$ cat src/rtl/mem_arb_rr_pkg.sv
// Memory message layout shared by requesters, arbiter and memory.
// The opaque field sits in the MSBs so that tagging/stripping a requester id only touches the top bit.
package mem_arb_rr_pkg;

    localparam int MEM_TYPE_BITS = 3;
    localparam int MEM_ADDR_BITS = 16;
    localparam int MEM_LEN_BITS  = 2;
    localparam int MEM_TEST_BITS = 2;
    localparam int MEM_DATA_BITS = 16;

    typedef enum logic [MEM_TYPE_BITS-1:0] {
        MEM_RD  = 3'd0,
        MEM_WR  = 3'd1,
        MEM_AMO = 3'd2
    } mem_type_t;

    // Request:  {opaque, type, addr, len, data}
    function automatic int mem_req_bits(input int opaq_bits);
        return opaq_bits + MEM_TYPE_BITS + MEM_ADDR_BITS + MEM_LEN_BITS + MEM_DATA_BITS;
    endfunction

    // Response: {opaque, type, test, len, data}
    function automatic int mem_rsp_bits(input int opaq_bits);
        return opaq_bits + MEM_TYPE_BITS + MEM_TEST_BITS + MEM_LEN_BITS + MEM_DATA_BITS;
    endfunction

endpackage

$ cat src/rtl/arb_rr_2.sv
// Two-way round-robin grant; priority pointer moves to the loser after each accepted grant.
// Latency: grant is combinational, pointer updates on the accepting clock edge.
// Backpressure: pointer and grant hold while the granted request is stalled.
module arb_rr_2 (
    input  logic clk,
    input  logic rst_n,
    input  logic elig0,
    input  logic elig1,
    input  logic fire,
    output logic gnt_vld,
    output logic gnt_id
);

    logic ptr;

    always_comb begin
        gnt_vld = elig0 | elig1;
        gnt_id  = (elig0 & elig1) ? ptr : elig1;
    end

    always_ff @(posedge clk or negedge rst_n) begin
        if (!rst_n) begin
            ptr <= 1'b0;
        end else if (fire) begin
            ptr <= ~gnt_id;
        end
    end

endmodule

$ cat src/rtl/mem_arb_rr.sv
// Two-requester round-robin memory arbiter with id-tagged responses and per-requester credit limit.
// Latency: zero-cycle request pass-through and response routing, no buffering.
// Backpressure: mem_req_rdy/resp_rdy pass straight through; a requester at its limit is held off.
module mem_arb_rr
    import mem_arb_rr_pkg::*;
#(
    parameter int p_opaq_bits       = 8,
    parameter int p_max_outstanding = 4
) (
    input  logic                                   clk,
    input  logic                                   rst_n,
    input  logic                                   req0_val,
    output logic                                   req0_rdy,
    input  logic [mem_req_bits(p_opaq_bits)-1:0]   req0_msg,
    input  logic                                   req1_val,
    output logic                                   req1_rdy,
    input  logic [mem_req_bits(p_opaq_bits)-1:0]   req1_msg,
    output logic                                   resp0_val,
    input  logic                                   resp0_rdy,
    output logic [mem_rsp_bits(p_opaq_bits)-1:0]   resp0_msg,
    output logic                                   resp1_val,
    input  logic                                   resp1_rdy,
    output logic [mem_rsp_bits(p_opaq_bits)-1:0]   resp1_msg,
    output logic                                   mem_req_val,
    input  logic                                   mem_req_rdy,
    output logic [mem_req_bits(p_opaq_bits+1)-1:0] mem_req_msg,
    input  logic                                   mem_resp_val,
    output logic                                   mem_resp_rdy,
    input  logic [mem_rsp_bits(p_opaq_bits+1)-1:0] mem_resp_msg,
    output logic                                   err
);

    localparam int CNT_BITS = 4;
    localparam int RSP_W    = mem_rsp_bits(p_opaq_bits);
    localparam logic [CNT_BITS-1:0] CNT_MAX = CNT_BITS'(p_max_outstanding);

    logic [CNT_BITS-1:0] cnt_0;
    logic [CNT_BITS-1:0] cnt_1;
    logic                elig0;
    logic                elig1;
    logic                gnt_vld;
    logic                gnt_id;
    logic                rsp_id;
    logic                rsp_fire0;
    logic                rsp_fire1;

    assign elig0 = req0_val & (cnt_0 < CNT_MAX);
    assign elig1 = req1_val & (cnt_1 < CNT_MAX);

    arb_rr_2 u_arb (
        .clk     (clk),
        .rst_n   (rst_n),
        .elig0   (elig0),
        .elig1   (elig1),
        .fire    (mem_req_val & mem_req_rdy),
        .gnt_vld (gnt_vld),
        .gnt_id  (gnt_id)
    );

    assign mem_req_val = gnt_vld;
    assign req0_rdy    = gnt_vld & ~gnt_id & mem_req_rdy;
    assign req1_rdy    = gnt_vld &  gnt_id & mem_req_rdy;
    assign mem_req_msg = gnt_id ? {1'b1, req1_msg} : {1'b0, req0_msg};

    // The id bit we prepended on the way out comes back as the response MSB.
    assign rsp_id       = mem_resp_msg[RSP_W];
    assign resp0_val    = mem_resp_val & ~rsp_id;
    assign resp1_val    = mem_resp_val &  rsp_id;
    assign resp0_msg    = mem_resp_msg[RSP_W-1:0];
    assign resp1_msg    = mem_resp_msg[RSP_W-1:0];
    assign mem_resp_rdy = rsp_id ? resp1_rdy : resp0_rdy;
    assign rsp_fire0    = resp0_val & resp0_rdy;
    assign rsp_fire1    = resp1_val & resp1_rdy;

    function automatic logic [CNT_BITS-1:0] cnt_next(input logic [CNT_BITS-1:0] c,
                                                     input logic inc, input logic dec);
        logic [CNT_BITS-1:0] n;
        n = c;
        if (inc && !dec) n = c + 1'b1;
        if (dec && !inc && c != '0) n = c - 1'b1;
        return n;
    endfunction

    always_ff @(posedge clk or negedge rst_n) begin
        if (!rst_n) begin
            cnt_0 <= '0;
            cnt_1 <= '0;
            err   <= 1'b0;
        end else begin
            cnt_0 <= cnt_next(cnt_0, req0_rdy, rsp_fire0);
            cnt_1 <= cnt_next(cnt_1, req1_rdy, rsp_fire1);
            if ((rsp_fire0 && cnt_0 == '0) || (rsp_fire1 && cnt_1 == '0)) begin
                err <= 1'b1;
            end
        end
    end

endmodule

$ cat config.mk
export PLATFORM = sky130hd
export DESIGN_NAME = mem_arb_rr
export DESIGN_NICKNAME = d
export VERILOG_FILES = /design/src/rtl/mem_arb_rr_pkg.sv /design/src/rtl/arb_rr_2.sv /design/src/rtl/mem_arb_rr.sv
export SDC_FILE = /design/constraint.sdc
export NUM_CORES = 1
export LEC_CHECK = 0
export CORE_AREA = 5 5 92 94
export DETAILED_ROUTE_END_ITERATION = 16
export DIE_AREA = 0 0 97 99
export GPL_TIMING_DRIVEN = 0
export PLACE_DENSITY = 0.81
export SYNTH_ARGS = -nofsm -noshare
export SYNTH_HDL_FRONTEND = slang
export SYNTH_SLANG_ARGS = --single-unit
$ cat constraint.sdc
create_clock -name clk -period 5.69 [get_ports clk]
set_input_delay 1.4225 -clock clk [delete_from_list [all_inputs] [get_ports clk]]
set_output_delay 1.4225 -clock clk [all_outputs]
set_load 0.01 [all_outputs]
---- Word level (Yosys, flattened, before mapping) ----
Cells that the tools add are included.
Widths: inputs -> output; s select.
word-level totals
  bits in registers ....................... 10
  bits in latches ......................... 0
  memory bits (writable) .................. 0
  ROM bits ................................ 0
  input bits .............................. 130
  output and inout port bits .............. 115
  word-level logic and storage cells ...... 51
  memories ................................ 0
operators by class
  $add $sub $neg .......................... 4
  multiply operators ...................... 0
  div/mod/pow operators ................... 0
  $lt $le $gt $ge ......................... 2
  equal/unequal tests ..................... 0
  shift-type cells ........................ 0
  multiplexer cells ....................... 7
  bitwise logic cells ..................... 15
  reduce and logical (&&, ||, !) cells .... 19
operators with widths
  kind                 count
  $mux 46              1
  $mux 4               4
  $and 1x1->1          12
  $add 4x1->4 const B  2
  $logic_and 1x1->1    8
  $logic_not 4->1      2
  $lt 4x3->1 const B   2
  $reduce_bool 4->1    2
  $sub 4x1->4 const B  2
  $logic_not 1->1      4
  $reduce_bool 2->1    2
  $mux 1               2
  $not 1->1            2
  $logic_or 1x1->1     1
  $or 1x1->1           1

---- Longest topological paths before layout ----
Gate-level depths: netlist of run 1.
  depth in word-level cells ............... 11
  gate-level depth with buffers ........... 10
  gate-level depth less buffers ........... 9

---- Hierarchy ----
From an unflattened synthesis of run 1, not the netlist that was laid out.
unflattened totals
  cell total of the unflattened synthesis .. 196
  area, all modules ....................... 1784.2 um^2
modules (own cells, without submodules)
  module      times used  cells an instance  area an instance (um^2)  sequential area each (um^2)
  mem_arb_rr  1           190                1721.7                   225.2
  arb_rr_2    1           6                  62.6                     25.0

---- Least setup slack after synthesis of run 1 ----
No wires, ideal clock.
  kind .................................... input-to-output
  from .................................... in req0_val
  to ...................................... out mem_req_msg[10]
  arrival time ............................ 2448 ps
  data required time ...................... 4268 ps
  setup slack ............................. 1819 ps
  cell stages on the path ................. 4
  buffers on the path ..................... 1
  path through ............................ nor4b_4 -> nor2_2 -> buf_4 -> mux2_2
on the way
  longest elaborated chain between the ends .. 4
RTL lines
  element          RTL line          text
  start, declared  mem_arb_rr.sv:12  input logic req0_val,
  $and 1x1->1      mem_arb_rr.sv:47  assign elig0 = req0_val & (cnt_0 < CNT_MAX);
  $and 1x1->1      arb_rr_2.sv:18    gnt_id = (elig0 & elig1) ? ptr : elig1;
  $mux 1           arb_rr_2.sv:18
  $mux 46          mem_arb_rr.sv:63  assign mem_req_msg = gnt_id ? {1'b1, req1_msg} : {1'b0, req0_msg};
  end, declared    mem_arb_rr.sv:26  output logic [mem_req_bits(p_opaq_bits+1)-1:0] mem_req_msg,
Every way passes these cells.

---- Worst setup path in the final report of run 1 ----
  from .................................... in req1_val
  to ...................................... out mem_req_msg[26]
on the way
  longest elaborated chain between the ends .. 4
RTL lines
  element          RTL line          text
  start, declared  mem_arb_rr.sv:15  input logic req1_val,
  $and 1x1->1 *    mem_arb_rr.sv:48  assign elig1 = req1_val & (cnt_1 < CNT_MAX);
  $and 1x1->1      arb_rr_2.sv:18
  $mux 1 *         arb_rr_2.sv:18
  $mux 46 *        mem_arb_rr.sv:63
Every way passes the cells marked *; elsewhere a longest branch is shown, timed or not.

==> results.ini, run 1 <==
[sta]
skew_ns = 0.000751
tightest_slew_ns = 0.499
max_slew_margin = 0.667
fin_crit_sh = 0.898
finalMaxSlewViolations = 0
grt_setup_unrepaired = no
setup_viol = 0
whs_ns = 0.507
finalHoldViolations = 0
fmax_ghz = 0.196
fin_crit_ns = 5.11
fin_setup_tns_ns = 0
setup_slack_ns = 0.580

[die]
io_pins = 245
die_h_um = 99
rows = 32
start_util = 0.224
fp.dieArea_um2 = 9600
core_um2 = 7570
die_x_um = 97

[synth]
synth.distinct_cells = 35
synth_common_cells = 67 x buf_4, 47 x mux2_2, 10 x dfrtp_1
synth_edf_count = 0
synthTopCellsByArea = mux2_2 31%, buf_4 30%, dfrtp_1 15%
synth_warnings = 0
avgSynthCellArea_um2 = 9.74
async_reset_ff_frac = 1.00
seq_area_frac_synth = 0.148
synthFlopType = dfrtp_1
syn_nets = 306
synth_most_common_cell = buf_4
synthCells = 174
synth-seq-cells = 10
netlist_area_um2 = 1690
synth.largest_area_cell = mux2_2
yosysTopAreaCellShare = 0.312

[flow_run]
drv_cap = 0

[place]
place.gp.congestion = 0.880
dpl_worst_slack_ns = 0.512
port_buffers = 213
dp_hpwl_um = 7450
dp.cells = 489

[worst_setup_path]
crit_fanout = 10
cp.required_ns = 4.27
end_kind = primary output
cp_cell_sequence = clkdlybuf4s50_1, nand2_1, nor2_2, buf_4, mux2_2, clkdlybuf4s50_1
worstPathArrival_ns = 3.69
worstSetupStartpointType = input pin
max_stage_delay_ns = 0.57
slowest_stage = clkdlybuf4s50_1
crit_type = input pin to primary output
crit_top_cell = clkdlybuf4s50_1

[global_route]
grt-ovfl-total = 0
grt_pass1_wl_um = 12100
antenna_found_initial = 0
grt_pass1_vias = 2105
grt_max_degree = 11
grtUsageTotal = 0.157

[pwr]
ir_drop_uv = 243
leakage_uw = 0.00163
powerDensity_nw_per_um2 = 197

[drt]
vias_per_cell = 4.05
drt_iter0_drc = 24
drc = 0
post_drt_wl_per_cell_um = 16.9
via_count = 1994
dr.pass1.iters = 4
drtAntennaViolNets = 0
routed_wl_um = 8330

[cts]
post_cts_buffers = 0
clk_latency_ns = 0.23
h-tree-depth = 1
cts.hold.buffers_added = 0
cts_num_sinks = 10
cts_buffers = 3
cts_tree = yes
cts_root_buf = clkbuf_8
clk_pin_slew_ns = 0.04
cts_buffer_depth = 2
cts_resized = 0

[cells_and_area]
drive_gt1_frac = 0.323
area.growth.synth_to_final_pct = 136
fin_nets = 524
n_fill_cell = 676
antenna_cells = 0
stdcell_count = 492

[outcome]
status = completed

[worst_hold_path]
hold_class = flip-flop to flip-flop

## critical path, delay by kind of cell
family                 cells  cell delay [ns]
buffers and inverters      3             1.35
and+or+nand+nor            2             0.52
muxes                      1             0.39
## cell families (layout without fill, tap and decap cells)
group	Yosys count	count (layout)	share of synthesized area
multiplexers	48	48	0.321
AO/OA/AOI/OAI	12	12	0.0620
XOR/XNOR	4	4	0.0207
adder cells (fa/ha/maj)	2	2	0.0148
flip-flops	10	10	0.148
buffers and inverters	69	285	0.306
AND/OR/NAND/NOR	29	29	0.128
## power by group
group / total, µW / internal, µW / leakage (µW) / switching, µW
Combinational: 579 / 371 / 0.00149 / 208
Sequential: 138 / 100 / 0.000118 / 37.7
Clock: 70.6 / 46.1 / 0.0000216 / 24.5
## flip-flops by register name, indices dropped and copies added (netlist names)
register / count
u_arb.ptr: 1
cnt_1: 4
err: 1
cnt_0: 4
## routing by layer
layer | GRT usage | share of wire | vias up | wire [µm]
met5 | 0 | 0 | - | 0
met2 | 0.296 | 0.53 | 100 | 4400
met1 | 0.174 | 0.38 | 911 | 3180
met4 | 0.0205 | 0.0067 | 0 | 56
met3 | 0.0559 | 0.082 | 6 | 686
li1 | - | - | 977 | -
## final timing paths
check / start / end / slack (ns) / depth (start not counted)
setup / recovery: req1_val / mem_req_msg[26] / 0.58 / 6
hold / removal: err / err / 0.51 / 1
setup reg to reg: cnt_1[2] / cnt_0[2] / 3.57 / 8
hold reg to reg: err / err / 0.51 / 1
max in group asynchronous: rst_n / cnt_1[1] / 3.85 / 1
min in group asynchronous: rst_n / err / 1.52 / 1
## through the flow
step | total power, µW | util | instance area (µm²)
finish | 787 | 0.528 | 4000
global route | 836 | 0.528 | 4000
CTS | 795 | 0.528 | 4000
detailed placement | 717 | 0.522 | 3950
global placement | 707 | 0.522 | 3950
floorplan | 425 | - | 1690
## cell usage in the layout (no fill, tap or decap), types with 2 or more instances in the layout
cell             synthesis  routed
nor3_1                   4       4
clkbuf_8                 0       3
nor2_1                   4       4
xor2_1                   3       3
ha_1                     2       2
dfrtp_1                 10      10
buf_4                   67      67
clkdlybuf4s50_1          0     213
nand4bb_1                3       3
o21ai_0                  3       3
o21a_1                   2       2
or3_1                    2       2
nand2_1                  4       4
mux2_2                  47      47
## layout make-up
cell class              instances  area [µm²]  share of cell area
plain buffers                  68         514               0.129
clock buffers                   3        41.3              0.0103
inverters                       1        3.75            0.000940
multi-input cells              95         926               0.232
flip-flops and latches         10         250              0.0626
well taps                     102         128              0.0319
repair buffers                213        2130               0.534
No activity file was read; power rests on OpenSTA's default activity.
==> inputs of run 2 (changes only) <==
Settings changed: CAP_MARGIN set to 0, CTS_CLUSTER_SIZE set to 16.
==> results of run 2 <==
The final DEF is identical to that of run 1; final timing and power are the same.
==> inputs of run 3 (changes only) <==
Settings changed: MAX_ROUTING_LAYER set to met4, PLACE_DENSITY 0.81 to 0.89.
==> results.ini, run 3 (synthesis gave the netlist of run 1 again) <==
[outcome]
status = completed

[global_route]
grtUsageTotal = 0.169
antenna_found_initial = 1
grt-ovfl-total = 0
grt_max_degree = 11
grt_pass1_vias = 2150
grt_pass1_wl_um = 12800

[cts]
h-tree-depth = 1
post_cts_buffers = 0
cts_buffer_depth = 2
cts_buffers = 3
cts_tree = yes
cts_resized = 0
cts_num_sinks = 10
cts_root_buf = clkbuf_8
clk_pin_slew_ns = 0.05
clk_latency_ns = 0.23
cts.hold.buffers_added = 0

[sta]
finalMaxSlewViolations = 0
fin_setup_tns_ns = 0
max_slew_margin = 0.592
setup_viol = 0
finalHoldViolations = 0
skew_ns = 0.00331
grt_setup_unrepaired = no
tightest_slew_ns = 0.611
fmax_ghz = 0.193
fin_crit_ns = 5.18
fin_crit_sh = 0.910

[worst_hold_path]
hold_class = flip-flop to flip-flop
min-delay-start = err

[worst_setup_path]
end_kind = primary output
r2r_slack_ns = 3.59
cp_cell_sequence = clkdlybuf4s50_1, nand2_1, nor2_2, buf_4, mux2_2, clkdlybuf4s50_1
worstSetupStartpointType = input pin
cp.required_ns = 4.27
endpoint = mem_req_msg[22]
crit_fanout = 10
r2r-end = cnt_1[2]
cp_top_family = buffers and inverters
r2r_cells = 7
crit_type = input pin to primary output
worstPathArrival_ns = 3.76
path_depth = 6
crit_top_cell = clkdlybuf4s50_1
r2r_start = cnt_0[3]
crit_buf_inv = 3
slowest_stage = clkdlybuf4s50_1
max_stage_delay_ns = 0.54
setup.worst_path.start = req1_val

[drt]
dr.pass1.iters = 4
vias_per_cell = 4.06
drt_iter0_drc = 27
via_count = 2007
drtAntennaViolNets = 0
drc = 0
routed_wl_um = 8490
post_drt_wl_per_cell_um = 17.2

[cells_and_area]
utilization = 0.530
reg.largest.list = cnt_0: 4 flops, cnt_1: 4 flops
final_cell_mix = 213 x clkdlybuf4s50_1, 67 x buf_4, 47 x mux2_2
fin_area_um2 = 4010
final_common_cell = clkdlybuf4s50_1
n_fill_cell = 674
area.growth.synth_to_final_pct = 137
drive_gt1_frac = 0.325
fin_nets = 524

[place]
port_buffers = 213
place.gp.congestion = 0.831
dp_hpwl_um = 7580
placed_cell_area_um2 = 3950

[die]
io_pins = 245
fp.dieArea_um2 = 9600
die_x_um = 97
core_um2 = 7570
rows = 32
start_util = 0.224
die_h_um = 99

[flow_run]
drv_cap = 0

[pwr]
leakage_uw = 0.00163
ir_drop_uv = 210
powerDensity_nw_per_um2 = 200
finalPower_uw = 804

## run 3: changes by cell type in the layout (fill, tap and decap cells not counted), sizes merged
cell,before,now
clkbuf,3,4
diode,0,1
## run 3: how the worst min path moves through the flow
stage                     to  slack [ns]  cells past startpoint
finish                   err        0.51                      1
CTS                      err        0.50                      1
floorplan           cnt_1[0]        0.48                      1
global route             err        0.51                      1
global placement         err        0.46                      1
detailed placement       err        0.48                      1
## run 3: power by group
group | total, µW | internal, µW | switching, µW
clock network | 87.1 | 60.7 | 26.4
logic | 579 | 370 | 209
registers | 138 | 100 | 37.6
## run 3: area by class of cell
cell class,count,area [µm²],area share
Clock buffer,4,55.1,0.0137
Tap cell,102,128,0.0318
Buffer,68,514,0.128
Multi-Input combinational cell,95,926,0.231
Antenna cell,1,2.50,0.000624
Inverter,1,3.75,0.000936
Sequential cell,10,250,0.0624
Timing Repair Buffer,213,2130,0.532
## run 3: per-layer routing
layer / global-route usage / vias up / wire length (µm)
met2: 0.297 / 85 / 4490
met4: 0.0184 / 0 / 55
met1: 0.209 / 933 / 3440
met5: - / - / 0
li1: - / 985 / -
met3: 0.0326 / 4 / 501
## run 3: through the flow
| stage | setup WS (ns) | hold WS, ns | std cells |
|---|---|---|---|
| 6_report | 0.512 | 0.505 | 494 |
| 2_1_floorplan | 1.82 | 0.485 | 174 |
| 4_1_cts | 0.479 | 0.498 | 493 |
| 5_1_grt | 0.400 | 0.513 | 494 |
| 3_3_place_gp | 0.473 | 0.457 | 489 |
| 3_5_place_dp | 0.479 | 0.481 | 489 |
